--- src/rtl/mmcm_drp_pkg.sv ---
// Shared types, reconfiguration tables and FSM encoding for the MMCM DRP reconfigurator.
package mmcm_drp_pkg;

    localparam int NUM_ENTRIES = 8;
    localparam int IDX_W       = $clog2(NUM_ENTRIES);

    typedef struct packed {
        logic [6:0]  addr;
        logic [15:0] mask;
        logic [15:0] data;
    } drp_entry_t;

    typedef enum logic [3:0] {
        IDLE, ASSERT_RST, RD_REQ, RD_WAIT, WR_REQ, WR_WAIT, NEXT, WAIT_LOCK, FINISH
    } state_e;

    // mask bits select the bits kept from the current register contents
    localparam drp_entry_t TABLE_A [NUM_ENTRIES] = '{
        '{7'h08, 16'h1000, 16'h0145},
        '{7'h09, 16'hFC00, 16'h0000},
        '{7'h0A, 16'h1000, 16'h0083},
        '{7'h0B, 16'hFC00, 16'h0080},
        '{7'h14, 16'h1000, 16'h1208},
        '{7'h15, 16'h8000, 16'h0000},
        '{7'h18, 16'hFC00, 16'h03E8},
        '{7'h4E, 16'h66FF, 16'h0800}
    };

    localparam drp_entry_t TABLE_B [NUM_ENTRIES] = '{
        '{7'h08, 16'h1000, 16'h1082},
        '{7'h09, 16'hFC00, 16'h0080},
        '{7'h0A, 16'h1000, 16'h0104},
        '{7'h0B, 16'hFC00, 16'h0000},
        '{7'h14, 16'h1000, 16'h1410},
        '{7'h15, 16'h8000, 16'hC400},
        '{7'h18, 16'hFC00, 16'hFFFF},
        '{7'h4F, 16'h0000, 16'h9100}
    };

    function automatic drp_entry_t rom_lookup(input logic [IDX_W:0] key);
        return key[IDX_W] ? TABLE_B[key[IDX_W-1:0]] : TABLE_A[key[IDX_W-1:0]];
    endfunction

endpackage

--- src/rtl/mmcm_drp_lock_sync.sv ---
// Two-flop synchronizer bringing MMCM LOCKED into the DCLK domain.
module mmcm_drp_lock_sync (
    input  logic clk_i,
    input  logic rst_i,
    input  logic async_i,
    output logic sync_o
);

    logic [1:0] sync_q;

    always_ff @(posedge clk_i or posedge rst_i) begin
        if (rst_i) sync_q <= '0;
        else       sync_q <= {sync_q[0], async_i};
    end

    assign sync_o = sync_q[1];

endmodule

--- src/rtl/mmcm_drp_reconfig.sv ---
// MMCM reconfiguration via DRP read-modify-write of a selectable 8-entry table.
// Define MMCM_DRP_TIMEOUT_EN to bound the DRDY/LOCKED waits and enable ERROR.
module mmcm_drp_reconfig
    import mmcm_drp_pkg::*;
#(
    parameter int RST_HOLD_CYCLES = 4,
    parameter int TIMEOUT_CYCLES  = 1024
) (
    input  logic        DCLK,
    input  logic        RST,
    input  logic        START,
    input  logic        SEL,
    output logic        BUSY,
    output logic        DONE,
    output logic        ERROR,
    output logic        MMCM_RST,
    output logic [6:0]  DADDR,
    output logic [15:0] DI,
    output logic        DEN,
    output logic        DWE,
    input  logic [15:0] DO,
    input  logic        DRDY,
    input  logic        LOCKED
);

`ifdef MMCM_DRP_TIMEOUT_EN
    localparam bit TMO_EN = 1'b1;
`else
    localparam bit TMO_EN = 1'b0;
`endif

    localparam int CNT_MAX = (TIMEOUT_CYCLES > RST_HOLD_CYCLES) ? TIMEOUT_CYCLES : RST_HOLD_CYCLES;
    localparam int CNT_W   = $clog2(CNT_MAX + 1);

    state_e            state_q, state_d;
    logic              sel_q, sel_d;
    logic [IDX_W-1:0]  idx_q, idx_d;
    logic [CNT_W-1:0]  cnt_q, cnt_d;
    logic [6:0]        daddr_q, daddr_d;
    logic [15:0]       di_q, di_d;
    logic              err_q, err_d;
    logic              locked_s;
    logic              tmo;
    drp_entry_t        ent_cur, ent_nxt;

    mmcm_drp_lock_sync u_lock_sync (
        .clk_i   (DCLK),
        .rst_i   (RST),
        .async_i (LOCKED),
        .sync_o  (locked_s)
    );

    assign ent_cur = rom_lookup({sel_q, idx_q});
    assign ent_nxt = rom_lookup({sel_d, idx_d});
    assign tmo     = TMO_EN && (cnt_q == CNT_W'(TIMEOUT_CYCLES - 1));

    always_ff @(posedge DCLK or posedge RST) begin
        if (RST) begin
            state_q <= IDLE;
            sel_q   <= 1'b0;
            idx_q   <= '0;
            cnt_q   <= '0;
            daddr_q <= '0;
            di_q    <= '0;
            err_q   <= 1'b0;
        end else begin
            state_q <= state_d;
            sel_q   <= sel_d;
            idx_q   <= idx_d;
            cnt_q   <= cnt_d;
            daddr_q <= daddr_d;
            di_q    <= di_d;
            err_q   <= err_d;
        end
    end

    always_comb begin
        state_d = state_q;
        sel_d   = sel_q;
        idx_d   = idx_q;
        cnt_d   = cnt_q;
        daddr_d = daddr_q;
        di_d    = di_q;
        err_d   = err_q;
        case (state_q)
            IDLE: if (START) begin
                state_d = ASSERT_RST;
                sel_d   = SEL;
                idx_d   = '0;
                err_d   = 1'b0;
            end
            ASSERT_RST: begin
                if (cnt_q == CNT_W'(RST_HOLD_CYCLES - 1)) state_d = RD_REQ;
                else                                      cnt_d   = cnt_q + 1'b1;
            end
            RD_REQ: state_d = RD_WAIT;
            RD_WAIT: begin
                if (DRDY) begin
                    di_d    = (DO & ent_cur.mask) | (ent_cur.data & ~ent_cur.mask);
                    state_d = WR_REQ;
                end else if (tmo) begin
                    err_d   = 1'b1;
                    state_d = FINISH;
                end else if (TMO_EN) begin
                    cnt_d = cnt_q + 1'b1;
                end
            end
            WR_REQ: state_d = WR_WAIT;
            WR_WAIT: begin
                if (DRDY) begin
                    state_d = NEXT;
                end else if (tmo) begin
                    err_d   = 1'b1;
                    state_d = FINISH;
                end else if (TMO_EN) begin
                    cnt_d = cnt_q + 1'b1;
                end
            end
            NEXT: begin
                if (idx_q == IDX_W'(NUM_ENTRIES - 1)) begin
                    state_d = WAIT_LOCK;
                end else begin
                    idx_d   = idx_q + 1'b1;
                    state_d = RD_REQ;
                end
            end
            WAIT_LOCK: begin
                if (locked_s) begin
                    state_d = FINISH;
                end else if (tmo) begin
                    err_d   = 1'b1;
                    state_d = FINISH;
                end else if (TMO_EN) begin
                    cnt_d = cnt_q + 1'b1;
                end
            end
            FINISH:  state_d = IDLE;
            default: state_d = IDLE;
        endcase
        // address is registered on entry to the read so it holds through the write and beyond
        if (state_d == RD_REQ) daddr_d = ent_nxt.addr;
        if (state_d != state_q) cnt_d = '0;
    end

    always_comb begin
        BUSY     = 1'b0;
        DONE     = 1'b0;
        MMCM_RST = 1'b0;
        DEN      = 1'b0;
        DWE      = 1'b0;
        case (state_q)
            ASSERT_RST, RD_WAIT, WR_WAIT, NEXT: begin
                BUSY     = 1'b1;
                MMCM_RST = 1'b1;
            end
            RD_REQ: begin
                BUSY     = 1'b1;
                MMCM_RST = 1'b1;
                DEN      = 1'b1;
            end
            WR_REQ: begin
                BUSY     = 1'b1;
                MMCM_RST = 1'b1;
                DEN      = 1'b1;
                DWE      = 1'b1;
            end
            WAIT_LOCK: BUSY = 1'b1;
            FINISH:    DONE = 1'b1;
            default: ;
        endcase
    end

    assign DADDR = daddr_q;
    assign DI    = di_q;
    assign ERROR = err_q;

endmodule

--- config.mk ---
export PLATFORM = sky130hd
export DESIGN_NAME = mmcm_drp_reconfig
export DESIGN_NICKNAME = d
export VERILOG_FILES = /design/src/rtl/mmcm_drp_pkg.sv /design/src/rtl/mmcm_drp_lock_sync.sv /design/src/rtl/mmcm_drp_reconfig.sv
export SDC_FILE = /design/constraint.sdc
export NUM_CORES = 1
export LEC_CHECK = 0
export CORE_MARGIN = 2
export CORE_UTILIZATION = 51
export CTS_CLUSTER_SIZE = 20
export DETAILED_ROUTE_END_ITERATION = 6
export HOLD_SLACK_MARGIN = 0.15
export MAX_ROUTING_LAYER = met4
export PLACE_DENSITY_LB_ADDON = 0.15
export SYNTH_ARGS = -nofsm -noshare
export SYNTH_HDL_FRONTEND = slang
export SYNTH_SLANG_ARGS = --single-unit
--- constraint.sdc ---
create_clock -name DCLK -period 2.8 [get_ports DCLK]
set_clock_uncertainty 0.15 [all_clocks]
set_input_delay 0.56 -clock DCLK [delete_from_list [all_inputs] [get_ports DCLK]]
set_output_delay 0.56 -clock DCLK [all_outputs]
set_load 0.05 [all_outputs]
Yosys cells after proc, flatten, opt, wreduce, memory -nomap -nowiden --
Memories as Yosys holds them, arrays and structs flattened. Cells that the tools add are included.
Operators by class: reductions and logical operators 7, equality and inequality tests 13, multiplexer cells 30, magnitude comparators 2, add/sub/neg operators 2, bitwise operators 6
Operators with widths (count):
- 39-bit 2-to-1 mux | 5
- 32-bit 2-to-1 mux | 5
- 11-bit 2-to-1 mux | 3
- 16-bit bitwise AND | 2
- 4-bit one-hot mux with 8 select lines | 1
- 4-bit 2-to-1 mux | 5
- 4-bit by 3-bit equality test with 1-bit output, second input constant | 4
- 16-bit inverter | 1
- 16-bit bitwise OR | 1
- 4-bit by 2-bit equality test with 1-bit output, second input constant | 3
- 11-bit by 1-bit adder with 11-bit output, second input constant | 1
- 11-bit by 2-bit equality test with 1-bit output, second input constant | 1
- 3-bit 2-to-1 mux | 3
- 4-bit greater-or-equal comparator, second input constant | 2
- 3-bit inverter with 4-bit output | 2
- 1-bit 2-to-1 mux | 7
- 7-bit OR reduction | 1
- 3-bit one-hot mux with 2 select lines | 1
- 6-bit OR reduction | 1
- 4-bit by 1-bit equality test with 1-bit output, second input constant | 1
- 4-bit equality test, second input constant | 1
- 4-bit logical NOT | 1
- 4-bit inequality test | 1
- 2-bit AND reduction | 2
- 5 further kinds | 5
Storage, ports and cells: memories 4, output and inout bits 29, bits of input ports 22, memory bits (read-only) 1248, logic and storage cells 71, bits in registers 44
Memories:
- (no name shown) | words 8, width 39, read ports 1, clocked after memory_dff 0, wr ports 0, line mmcm_drp_pkg.sv:41 | return key[IDX_W] ? TABLE_B[key[IDX_W-1:0]] : TABLE_A[key[IDX_W-1:0]];
- (no name shown) | words 8, width 39, read ports 1, clocked after memory_dff 0, wr ports 0, line mmcm_drp_pkg.sv:41
- (no name shown) | words 8, width 39, read ports 1, clocked after memory_dff 0, wr ports 0, line mmcm_drp_pkg.sv:41
- (no name shown) | words 8, width 39, read ports 1, clocked after memory_dff 0, wr ports 0, line mmcm_drp_pkg.sv:41

Logic depth before layout (Yosys ltp) --
Gate-level depths: netlist of run 1.
depth after elaboration 8, gate-level depth with buffers 8, depth with buffers taken out 7

Modules after synthesis --
From an unflattened synthesis of run 1, not the netlist that was laid out.
Second synthesis, totals: cells, all modules 275, area, all modules 2519.9 um2
Modules (own cells, without submodules):
- mmcm_drp_reconfig | cells each 272, instances 1, seq. area each 1026.0 um2, area an instance 2466.1 um2
- mmcm_drp_lock_sync | cells each 3, instances 1, seq. area each 50.0 um2, area an instance 53.8 um2

Worst setup path before layout of run 1 --
Ideal clock, no wire load.
path type register to output, start point register state_q[2], end point output port DWE, arrival 2.333 ns, data required time 2.090 ns, path slack -0.243 ns, buffers on the path 1, stages on the path, launching flop included 3, path through dfrtp_1 -> clkbuf_1 -> nor4b_1
Between the ends: longest elaborated chain between the ends 2
RTL lines:
- start, declared | line mmcm_drp_reconfig.sv:35 | state_e state_q, state_d;
- start signal, assigned | line mmcm_drp_reconfig.sv:67 | state_q <= state_d;
- 4-bit by 3-bit equality test with 1-bit output | line mmcm_drp_reconfig.sv:151 | case (state_q)
- 1-bit 2-to-1 mux | line mmcm_drp_reconfig.sv:151
- end, declared | line mmcm_drp_reconfig.sv:20 | output logic DWE,
No other way between the ends.

Worst setup path in the final report of run 1 --
start point register idx_q[1], end point register daddr_q[3], in the netlist DADDR[3]
Between the ends: longest elaborated chain between the ends 8, elaborated cells on any way between the ends 16, classes of those cells add/sub: 1; eq/ne: 2; mux: 10; bitwise: 1; memory: 2
RTL lines:
- start, declared | line mmcm_drp_reconfig.sv:37 | logic [IDX_W-1:0] idx_q, idx_d;
- start signal, assigned | line mmcm_drp_reconfig.sv:69 | idx_q <= idx_d;
- 3-bit by 1-bit adder with 3-bit output / 3-bit equality test (equally long branches) | line mmcm_drp_reconfig.sv:123, mmcm_drp_reconfig.sv:120
- 3-bit 2-to-1 mux | line mmcm_drp_reconfig.sv:120 | if (idx_q == IDX_W'(NUM_ENTRIES - 1)) begin
- 3-bit one-hot mux with 2 select lines | line mmcm_drp_reconfig.sv:85 | case (state_q)
- 3-bit inverter with 4-bit output (not written as such) | line mmcm_drp_pkg.sv:41
- memory 8 x 39 bit
- 39-bit 2-to-1 mux (not written as such) (2 in a row) | line mmcm_drp_pkg.sv:41
- 39-bit 2-to-1 mux | line mmcm_drp_pkg.sv:41
- end signal, assigned | line mmcm_drp_reconfig.sv:71 | daddr_q <= daddr_d;
- end, declared | line mmcm_drp_reconfig.sv:39 | logic [6:0] daddr_q, daddr_d;
Several ways; a longest one is shown, not always the timed one. The select of a mux whose other input is x is not followed. A chain may end at the register's enable or synchronous reset.

==> results of run 1 <==
-- synth_stat cells, types with 2 or more instances --
cell type | number | area (µm²)
sky130_fd_sc_hd__dfrtp_1 | 43 | 1080
sky130_fd_sc_hd__nor2_1 | 40 | 150
sky130_fd_sc_hd__a21oi_1 | 31 | 155
sky130_fd_sc_hd__nand2_1 | 18 | 67.6
sky130_fd_sc_hd__inv_1 | 12 | 45.0
sky130_fd_sc_hd__mux2i_1 | 10 | 100
sky130_fd_sc_hd__clkbuf_1 | 9 | 33.8
sky130_fd_sc_hd__nor3_1 | 9 | 45.0
sky130_fd_sc_hd__and3_1 | 7 | 43.8
sky130_fd_sc_hd__xnor2_1 | 6 | 52.6
sky130_fd_sc_hd__xor2_1 | 6 | 52.6
sky130_fd_sc_hd__ha_1 | 5 | 62.6
sky130_fd_sc_hd__o21ai_0 | 5 | 25.0
sky130_fd_sc_hd__and2_1 | 4 | 25.0
sky130_fd_sc_hd__mux2_4 | 4 | 60.1
sky130_fd_sc_hd__a211oi_1 | 3 | 22.5
sky130_fd_sc_hd__mux2_2 | 3 | 33.8
sky130_fd_sc_hd__nand3_1 | 3 | 15.0
sky130_fd_sc_hd__nand4_1 | 3 | 18.8
sky130_fd_sc_hd__buf_1 | 2 | 7.51
sky130_fd_sc_hd__buf_2 | 2 | 10.0
sky130_fd_sc_hd__buf_4 | 2 | 15.0
sky130_fd_sc_hd__nor2b_1 | 2 | 12.5
sky130_fd_sc_hd__nor3b_1 | 2 | 15.0
sky130_fd_sc_hd__nor4b_1 | 2 | 17.5
sky130_fd_sc_hd__o21bai_1 | 2 | 15.0
sky130_fd_sc_hd__o31a_1 | 2 | 17.5
sky130_fd_sc_hd__or3_1 | 2 | 12.5
-- routing by layer --
layer	up-vias	share of wire	global-route usage	routed length [µm]
li1	995	-	-	-
met1	947	0.49	0.324	2490
met2	51	0.44	0.307	2210
met3	8	0.054	0.0456	273
met4	0	0.015	0.0741	78
met5	-	0	-	0
-- cell usage in the layout, fill, tap and decap left out, drive strengths merged, types with 2 or more instances in the layout --
cell type / instances
nor3b: 2
clkdlybuf4s50: 42
o31a: 2
xor2: 6
nor4: 2
and2: 4
o21ai: 5
nor2: 40
dfrtp: 43
o21bai: 2
a211oi: 3
nand2: 18
a31oi: 2
xnor2: 6
ha: 5
clkbuf: 8
buf: 10
and3: 7
mux2i: 10
mux2: 7
conb: 2
nor2b: 2
or3: 2
nand3: 3
nand4: 3
dlymetal6s2s: 3
a21oi: 31
inv: 11
nor3: 9
nor4b: 3
-- flip-flops by register name, summed over array words and instances (netlist names) --
register and cells:
DADDR 6, DI 16, cnt_q 11, idx_q 3, sel_q 1, state_q 4, u_lock_sync.sync_q 2
-- area by class of cell --
class / count / area [µm²] / share of cell area
Multi-Input combinational cell: 192 / 1250 / 0.403
Sequential cell: 43 / 1080 / 0.348
Timing Repair Buffer: 55 / 558 / 0.180
Clock buffer: 8 / 100 / 0.0323
Tap cell: 54 / 67.6 / 0.0218
Inverter: 12 / 45.0 / 0.0146
-- per-stage QoR --
step           power [mW]  utilization  instances  hold slack [ps]
2_1_floorplan        2.57            -        263              181
3_3_place_gp         3.16        0.641        356              205
3_5_place_dp         3.19        0.641        356              207
4_1_cts              3.64        0.662        364              225
5_1_grt              3.87        0.664        364              229
6_report             3.61        0.664        364              225
-- power breakdown --
| group | internal (mW) | switching [mW] |
|---|---|---|
| Clock | 0.225 | 0.213 |
| Combinational | 0.842 | 1.31 |
| Sequential | 0.823 | 0.204 |
-- worst max-delay path: cells and delay by family (launching register included) --
family,cells,cell delay (ps)
buf+inv,1,180
mux,1,310
simple gates,3,720
fa+ha+maj,1,300
flops,1,480
compound gates,1,220
-- worst min path at each step --
stage,from,slack (ps),end
detailed placement,u_lock_sync.sync_q[0],210,u_lock_sync.sync_q[1]
global route,u_lock_sync.sync_q[0],230,u_lock_sync.sync_q[1]
CTS,u_lock_sync.sync_q[0],230,u_lock_sync.sync_q[1]
finish,u_lock_sync.sync_q[0],220,u_lock_sync.sync_q[1]
global placement,u_lock_sync.sync_q[0],210,u_lock_sync.sync_q[1]
floorplan,u_lock_sync.sync_q[0],180,u_lock_sync.sync_q[1]
-- kinds of logic (layout without fill, tap and decap cells) --
family                     after synthesis  in the layout
xor gates and xnor gates                12             12
adders and majority gates                5              5
AOI/OAI and AO/OA                       57             57
buffers and inverters                   28             75
DFF                                     43             43
and+or+nand+nor                         99             99
other                                    1              2
muxes                                   17             17
==> run_summary.xml, run 1 <==
<?xml version="1.0" encoding="UTF-8"?>
<metrics>
  <group name="synth">
    <metric name="post_synth_inst_count" unit="">262</metric>
    <metric name="synthMuxAreaShare" unit="">0.0798</metric>
    <metric name="synth_sequential_area_ratio" unit="">0.443</metric>
    <metric name="netlist-cell-type-count" unit="">51</metric>
    <metric name="ys.flop_type" unit="">sky130_fd_sc_hd__dfrtp_1</metric>
    <metric name="yosysWarningCount" unit="">0</metric>
    <metric name="synth_enable_flop_cells" unit="">0</metric>
    <metric name="main_combinational_cell_family_by_area_after_synthesis" unit="">simple AND/OR/NAND/NOR gates</metric>
    <metric name="postSynth.asyncResetShare" unit="">1.00</metric>
    <metric name="synth_fa_ha_area_frac" unit="">0.0257</metric>
    <metric name="synth_seq_cells" unit="">43</metric>
    <metric name="post_synth_xor_area_fraction" unit="">0.0432</metric>
    <metric name="syn_avg_cell_area" unit="µm²">9.28</metric>
    <metric name="synth-simple-area-share" unit="">0.205</metric>
    <metric name="netlist_area" unit="µm²">2430</metric>
    <metric name="synth-compound-area-share" unit="">0.152</metric>
  </group>
  <group name="place">
    <metric name="portBuffers" unit="">47</metric>
    <metric name="placed_area" unit="µm²">2990</metric>
    <metric name="gp_congestion" unit="">0.776</metric>
    <metric name="preCtsSetupSlack" unit="ps">197</metric>
    <metric name="dp.final_hpwl" unit="µm">3680</metric>
  </group>
  <group name="grt">
    <metric name="antenna_found_initial" unit="">0</metric>
    <metric name="grt_pass1_vias" unit="">1843</metric>
    <metric name="grt_start_max_net_pins" unit="">30</metric>
    <metric name="grt_first_pass_wirelength" unit="µm">8800</metric>
    <metric name="grt_resource_usage_total" unit="">0.222</metric>
    <metric name="globalRouteOverflowTotal" unit="">0</metric>
  </group>
  <group name="timing">
    <metric name="report.final.hold_viol_count" unit="">0</metric>
    <metric name="setup_ws" unit="ps">329</metric>
    <metric name="final-setup-viol-count" unit="">0</metric>
    <metric name="worst_slew_margin_rel" unit="">0.432</metric>
    <metric name="setup_tns" unit="ps">0</metric>
    <metric name="fmaxAchievable" unit="MHz">405</metric>
    <metric name="layout_worst_path_cycle_share" unit="">0.883</metric>
    <metric name="rsz0062_at_grt" unit="">no</metric>
    <metric name="worst_slew_pin_slew" unit="ps">847</metric>
    <metric name="slew_violations" unit="">0</metric>
    <metric name="fin_crit" unit="ps">2470</metric>
  </group>
  <group name="cts">
    <metric name="cts_resized" unit="">0</metric>
    <metric name="clkLatencyLatePin" unit="ps">300</metric>
    <metric name="postCtsHoldBufs" unit="">0</metric>
    <metric name="root_buffer" unit="">sky130_fd_sc_hd__clkbuf_8</metric>
    <metric name="cts_tree" unit="">built</metric>
    <metric name="cts_buffers" unit="">5</metric>
    <metric name="tritoncts_num_sinks" unit="">43</metric>
    <metric name="clock_path_buffers" unit="">2</metric>
    <metric name="cts_setup_buffers" unit="">0</metric>
    <metric name="clk_transition_reported_paths" unit="ps">80</metric>
    <metric name="cts_max_level" unit="">2</metric>
  </group>
  <group name="critical_path">
    <metric name="r2r_end" unit="">DADDR[3]</metric>
    <metric name="timing.critical_path.slowest_stage_cell" unit="">sky130_fd_sc_hd__dfrtp_1</metric>
    <metric name="cp_slowest_stage_delay" unit="ps">480</metric>
    <metric name="rr_startpoint" unit="">idx_q[1]</metric>
    <metric name="setup.worst_path.start" unit="">idx_q[1]</metric>
    <metric name="crit_required" unit="ps">2830</metric>
    <metric name="crit_path_capture" unit="">DADDR[3]</metric>
    <metric name="worst-path-max-fanout" unit="">7</metric>
    <metric name="crit_path_capture_type" unit="">flip-flop</metric>
    <metric name="r2r.worst_path.cells" unit="">7</metric>
    <metric name="worstPathCellList" unit="">ha_1 &gt; and2_1 &gt; or3_1 &gt; a211oi_1 &gt; and3_1 &gt; buf_4 &gt; mux2_4</metric>
    <metric name="cp-start-kind" unit="">flip-flop</metric>
    <metric name="r2r_slack" unit="ps">330</metric>
    <metric name="worst_ep_arrival_time" unit="ps">2500</metric>
    <metric name="timing.setup.critical_path_class" unit="">flip-flop to flip-flop</metric>
  </group>
  <group name="drt">
    <metric name="avgRoutedWirePerCell" unit="µm">13.9</metric>
    <metric name="drt_pass_1_iters" unit="">4</metric>
    <metric name="detail_route.wirelength" unit="µm">5050</metric>
    <metric name="route.vias.total" unit="">2001</metric>
    <metric name="route.antenna.remaining_nets" unit="">0</metric>
    <metric name="first_drt_iteration_drcs" unit="">168</metric>
    <metric name="drc" unit="">0</metric>
    <metric name="detail_route.vias_per_cell" unit="">5.50</metric>
  </group>
  <group name="worst_hold_path">
    <metric name="hold_path_depth" unit="">0</metric>
    <metric name="timing.hold.worst.class" unit="">flip-flop to flip-flop</metric>
  </group>
  <group name="final_layout">
    <metric name="final_cell_area" unit="µm²">3100</metric>
    <metric name="antennaDiodeCount" unit="">0</metric>
    <metric name="final_net_count" unit="">336</metric>
    <metric name="flow.area_growth_from_synthesis" unit="%">27.3</metric>
    <metric name="fillerInstances" unit="">394</metric>
    <metric name="drive_gt1_frac" unit="">0.113</metric>
  </group>
  <group name="floorplanning">
    <metric name="start_util" unit="">0.522</metric>
    <metric name="io-pin-count" unit="">51</metric>
    <metric name="fp.dieW" unit="µm">73.0</metric>
    <metric name="fp-row-count" unit="">25</metric>
    <metric name="placeableCoreArea" unit="µm²">4660</metric>
    <metric name="fp.dieArea" unit="µm²">5330</metric>
    <metric name="die_span_y" unit="µm">73.0</metric>
  </group>
  <group name="power">
    <metric name="ir_worst_vdd" unit="V">0.000784</metric>
    <metric name="power_density" unit="nW/µm²">1170</metric>
    <metric name="power.leakage" unit="nW">1.36</metric>
  </group>
  <group name="run_status">
    <metric name="result_of_the_run" unit="">completed</metric>
  </group>
  <group name="run">
    <metric name="timing.max_cap.violations" unit="">0</metric>
  </group>
</metrics>
Power figures use the tool's default switching activity.
==> inputs of run 2 (changes only) <==
--- a/config.mk
+++ b/config.mk
@@ -7,2 +7,3 @@
 export LEC_CHECK = 0
+export CAP_MARGIN = 15
 export CORE_MARGIN = 2
--- a/constraint.sdc
+++ b/constraint.sdc
@@ -4,2 +4,2 @@
 set_output_delay 0.56 -clock DCLK [all_outputs]
-set_load 0.05 [all_outputs]
+set_load 0.005 [all_outputs]
==> run_summary.xml, run 2 (synthesis results as in run 1) <==
<?xml version="1.0" encoding="UTF-8"?>
<metrics>
  <group name="run_status">
    <metric name="result_of_the_run" unit="">completed</metric>
  </group>
  <group name="timing">
    <metric name="layout_worst_path_cycle_share" unit="">0.911</metric>
    <metric name="fin_crit" unit="ps">2550</metric>
    <metric name="worst_slew_margin_rel" unit="">0.621</metric>
    <metric name="report.final.hold_viol_count" unit="">0</metric>
    <metric name="worst_slew_pin_slew" unit="ps">568</metric>
    <metric name="rsz0062_at_grt" unit="">no</metric>
    <metric name="finalHoldWorstSlack" unit="ps">218</metric>
    <metric name="final-setup-viol-count" unit="">0</metric>
    <metric name="setup_tns" unit="ps">0</metric>
    <metric name="fmaxAchievable" unit="MHz">392</metric>
    <metric name="slew_violations" unit="">0</metric>
  </group>
  <group name="final_layout">
    <metric name="mostFrequentLayoutCell" unit="">sky130_fd_sc_hd__clkdlybuf4s50_1</metric>
    <metric name="layout_common_cells" unit="">sky130_fd_sc_hd__clkdlybuf4s50_1 (47), sky130_fd_sc_hd__dfrtp_1 (43), sky130_fd_sc_hd__nor2_1 (40), sky130_fd_sc_hd__a21oi_1 (31), sky130_fd_sc_hd__nand2_1 (18)</metric>
    <metric name="antennaDiodeCount" unit="">0</metric>
    <metric name="finalCoreUtilization" unit="">0.654</metric>
    <metric name="largest_register_ff_count" unit="">16</metric>
    <metric name="fillerInstances" unit="">399</metric>
    <metric name="final_cell_area" unit="µm²">3050</metric>
    <metric name="drive_gt1_frac" unit="">0.100</metric>
    <metric name="final_net_count" unit="">338</metric>
    <metric name="flow.area_growth_from_synthesis" unit="%">25.4</metric>
  </group>
  <group name="critical_path">
    <metric name="critical_path_cell_count" unit="">3</metric>
    <metric name="crit_required" unit="ps">2090</metric>
    <metric name="worst-path-max-fanout" unit="">16</metric>
    <metric name="cp_slowest_stage_delay" unit="ps">550</metric>
    <metric name="timing.critical_path.slowest_stage_cell" unit="">sky130_fd_sc_hd__dfrtp_1</metric>
    <metric name="r2r.worst_path.cells" unit="">6</metric>
    <metric name="cp_top_family" unit="">flip-flops</metric>
    <metric name="cp-start-kind" unit="">flip-flop</metric>
    <metric name="crit_path_capture_type" unit="">output pin</metric>
    <metric name="timing.setup.critical_path_class" unit="">flip-flop to output pin</metric>
    <metric name="worstPathCellList" unit="">nor3_1 &gt; and2_1 &gt; clkdlybuf4s50_1</metric>
    <metric name="worst_ep_arrival_time" unit="ps">1840</metric>
    <metric name="timing.critical_path.buf_inv" unit="">1</metric>
  </group>
  <group name="floorplanning">
    <metric name="die_span_y" unit="µm">73.0</metric>
    <metric name="start_util" unit="">0.522</metric>
    <metric name="io-pin-count" unit="">51</metric>
    <metric name="placeableCoreArea" unit="µm²">4660</metric>
    <metric name="fp-row-count" unit="">25</metric>
    <metric name="fp.dieArea" unit="µm²">5330</metric>
    <metric name="fp.dieW" unit="µm">73.0</metric>
  </group>
  <group name="cts">
    <metric name="root_buffer" unit="">sky130_fd_sc_hd__clkbuf_8</metric>
    <metric name="tritoncts_num_sinks" unit="">43</metric>
    <metric name="clock_path_buffers" unit="">2</metric>
    <metric name="cts_buffers" unit="">5</metric>
    <metric name="postCtsHoldBufs" unit="">0</metric>
    <metric name="clkLatencyLatePin" unit="ps">290</metric>
    <metric name="clk_transition_reported_paths" unit="ps">70</metric>
    <metric name="cts_setup_buffers" unit="">0</metric>
    <metric name="cts_resized" unit="">0</metric>
    <metric name="cts_max_level" unit="">2</metric>
    <metric name="cts_tree" unit="">built</metric>
  </group>
  <group name="power">
    <metric name="p_seq_frac" unit="">0.355</metric>
    <metric name="share_comb_of_total_power" unit="">0.523</metric>
    <metric name="power.leakage" unit="nW">1.31</metric>
    <metric name="cell_internal_pwr" unit="mW">1.82</metric>
    <metric name="power_density" unit="nW/µm²">957</metric>
    <metric name="power.share.switching" unit="">0.375</metric>
    <metric name="ir_worst_vdd" unit="V">0.000487</metric>
    <metric name="finalPower" unit="mW">2.92</metric>
    <metric name="clock_share_of_power" unit="">0.122</metric>
    <metric name="net-switching-power" unit="mW">1.09</metric>
  </group>
  <group name="grt">
    <metric name="grt_pass1_vias" unit="">1851</metric>
    <metric name="grt_first_pass_wirelength" unit="µm">8690</metric>
    <metric name="antenna_found_initial" unit="">0</metric>
    <metric name="grt_start_max_net_pins" unit="">44</metric>
    <metric name="grt_resource_usage_total" unit="">0.214</metric>
    <metric name="globalRouteOverflowTotal" unit="">0</metric>
  </group>
  <group name="place">
    <metric name="placed_area" unit="µm²">2980</metric>
    <metric name="gp_congestion" unit="">0.820</metric>
    <metric name="portBuffers" unit="">47</metric>
    <metric name="dp.final_hpwl" unit="µm">3670</metric>
  </group>
  <group name="drt">
    <metric name="avgRoutedWirePerCell" unit="µm">13.8</metric>
    <metric name="first_drt_iteration_drcs" unit="">191</metric>
    <metric name="detail_route.wirelength" unit="µm">5020</metric>
    <metric name="route.antenna.remaining_nets" unit="">0</metric>
    <metric name="drt_pass_1_iters" unit="">4</metric>
    <metric name="detail_route.vias_per_cell" unit="">5.53</metric>
    <metric name="drc" unit="">0</metric>
    <metric name="route.vias.total" unit="">2012</metric>
  </group>
  <group name="worst_hold_path">
    <metric name="hold_path_depth" unit="">0</metric>
    <metric name="timing.hold.worst.class" unit="">flip-flop to flip-flop</metric>
  </group>
  <group name="run">
    <metric name="timing.max_cap.violations" unit="">0</metric>
  </group>
</metrics>
-- run 2: metrics by stage --
stage | instances | setup WS [ps]
6_report | 364 | 250
5_1_grt | 364 | 90.1
4_1_cts | 364 | 241
3_5_place_dp | 358 | 153
3_3_place_gp | 358 | 159
2_1_floorplan | 263 | 561
-- run 2: path summary, 6_finish.rpt --
check                                        endpoint                  start  slack (ps)
max in group asynchronous                       DI[4]                    RST        1590
worst min register to register  u_lock_sync.sync_q[1]  u_lock_sync.sync_q[0]         220
worst max-delay path                             DONE             state_q[1]         250
min in group asynchronous                      DI[12]                    RST         550
worst max register to register               DADDR[6]               idx_q[0]         330
worst min-delay path            u_lock_sync.sync_q[1]  u_lock_sync.sync_q[0]         220
-- run 2: layout make-up --
type	instances	area, µm²	share of cell area
inverters	12	45.0	0.0148
clock buffers	6	72.6	0.0238
repair buffers	57	546	0.179
multi-input cells	192	1240	0.407
well taps	54	67.6	0.0222
flip-flops and latches	43	1080	0.353
-- run 2: routing by layer --
layer  share of wire  vias up  global-route usage
li1                -      996                   -
met1            0.50      956               0.310
met2            0.45       54               0.308
met3           0.044        6              0.0387
met4           0.011        0              0.0597
met5               0        -                   -
-- run 2: power by group through the flow --
stage	clock (mW)	sequential, mW	combinational, mW
floorplan	0	0.964	1.00
global placement	0	1.04	1.50
detailed placement	0	1.04	1.53
CTS	0.369	1.03	1.53
global route	0.393	1.08	1.70
finish	0.357	1.03	1.52
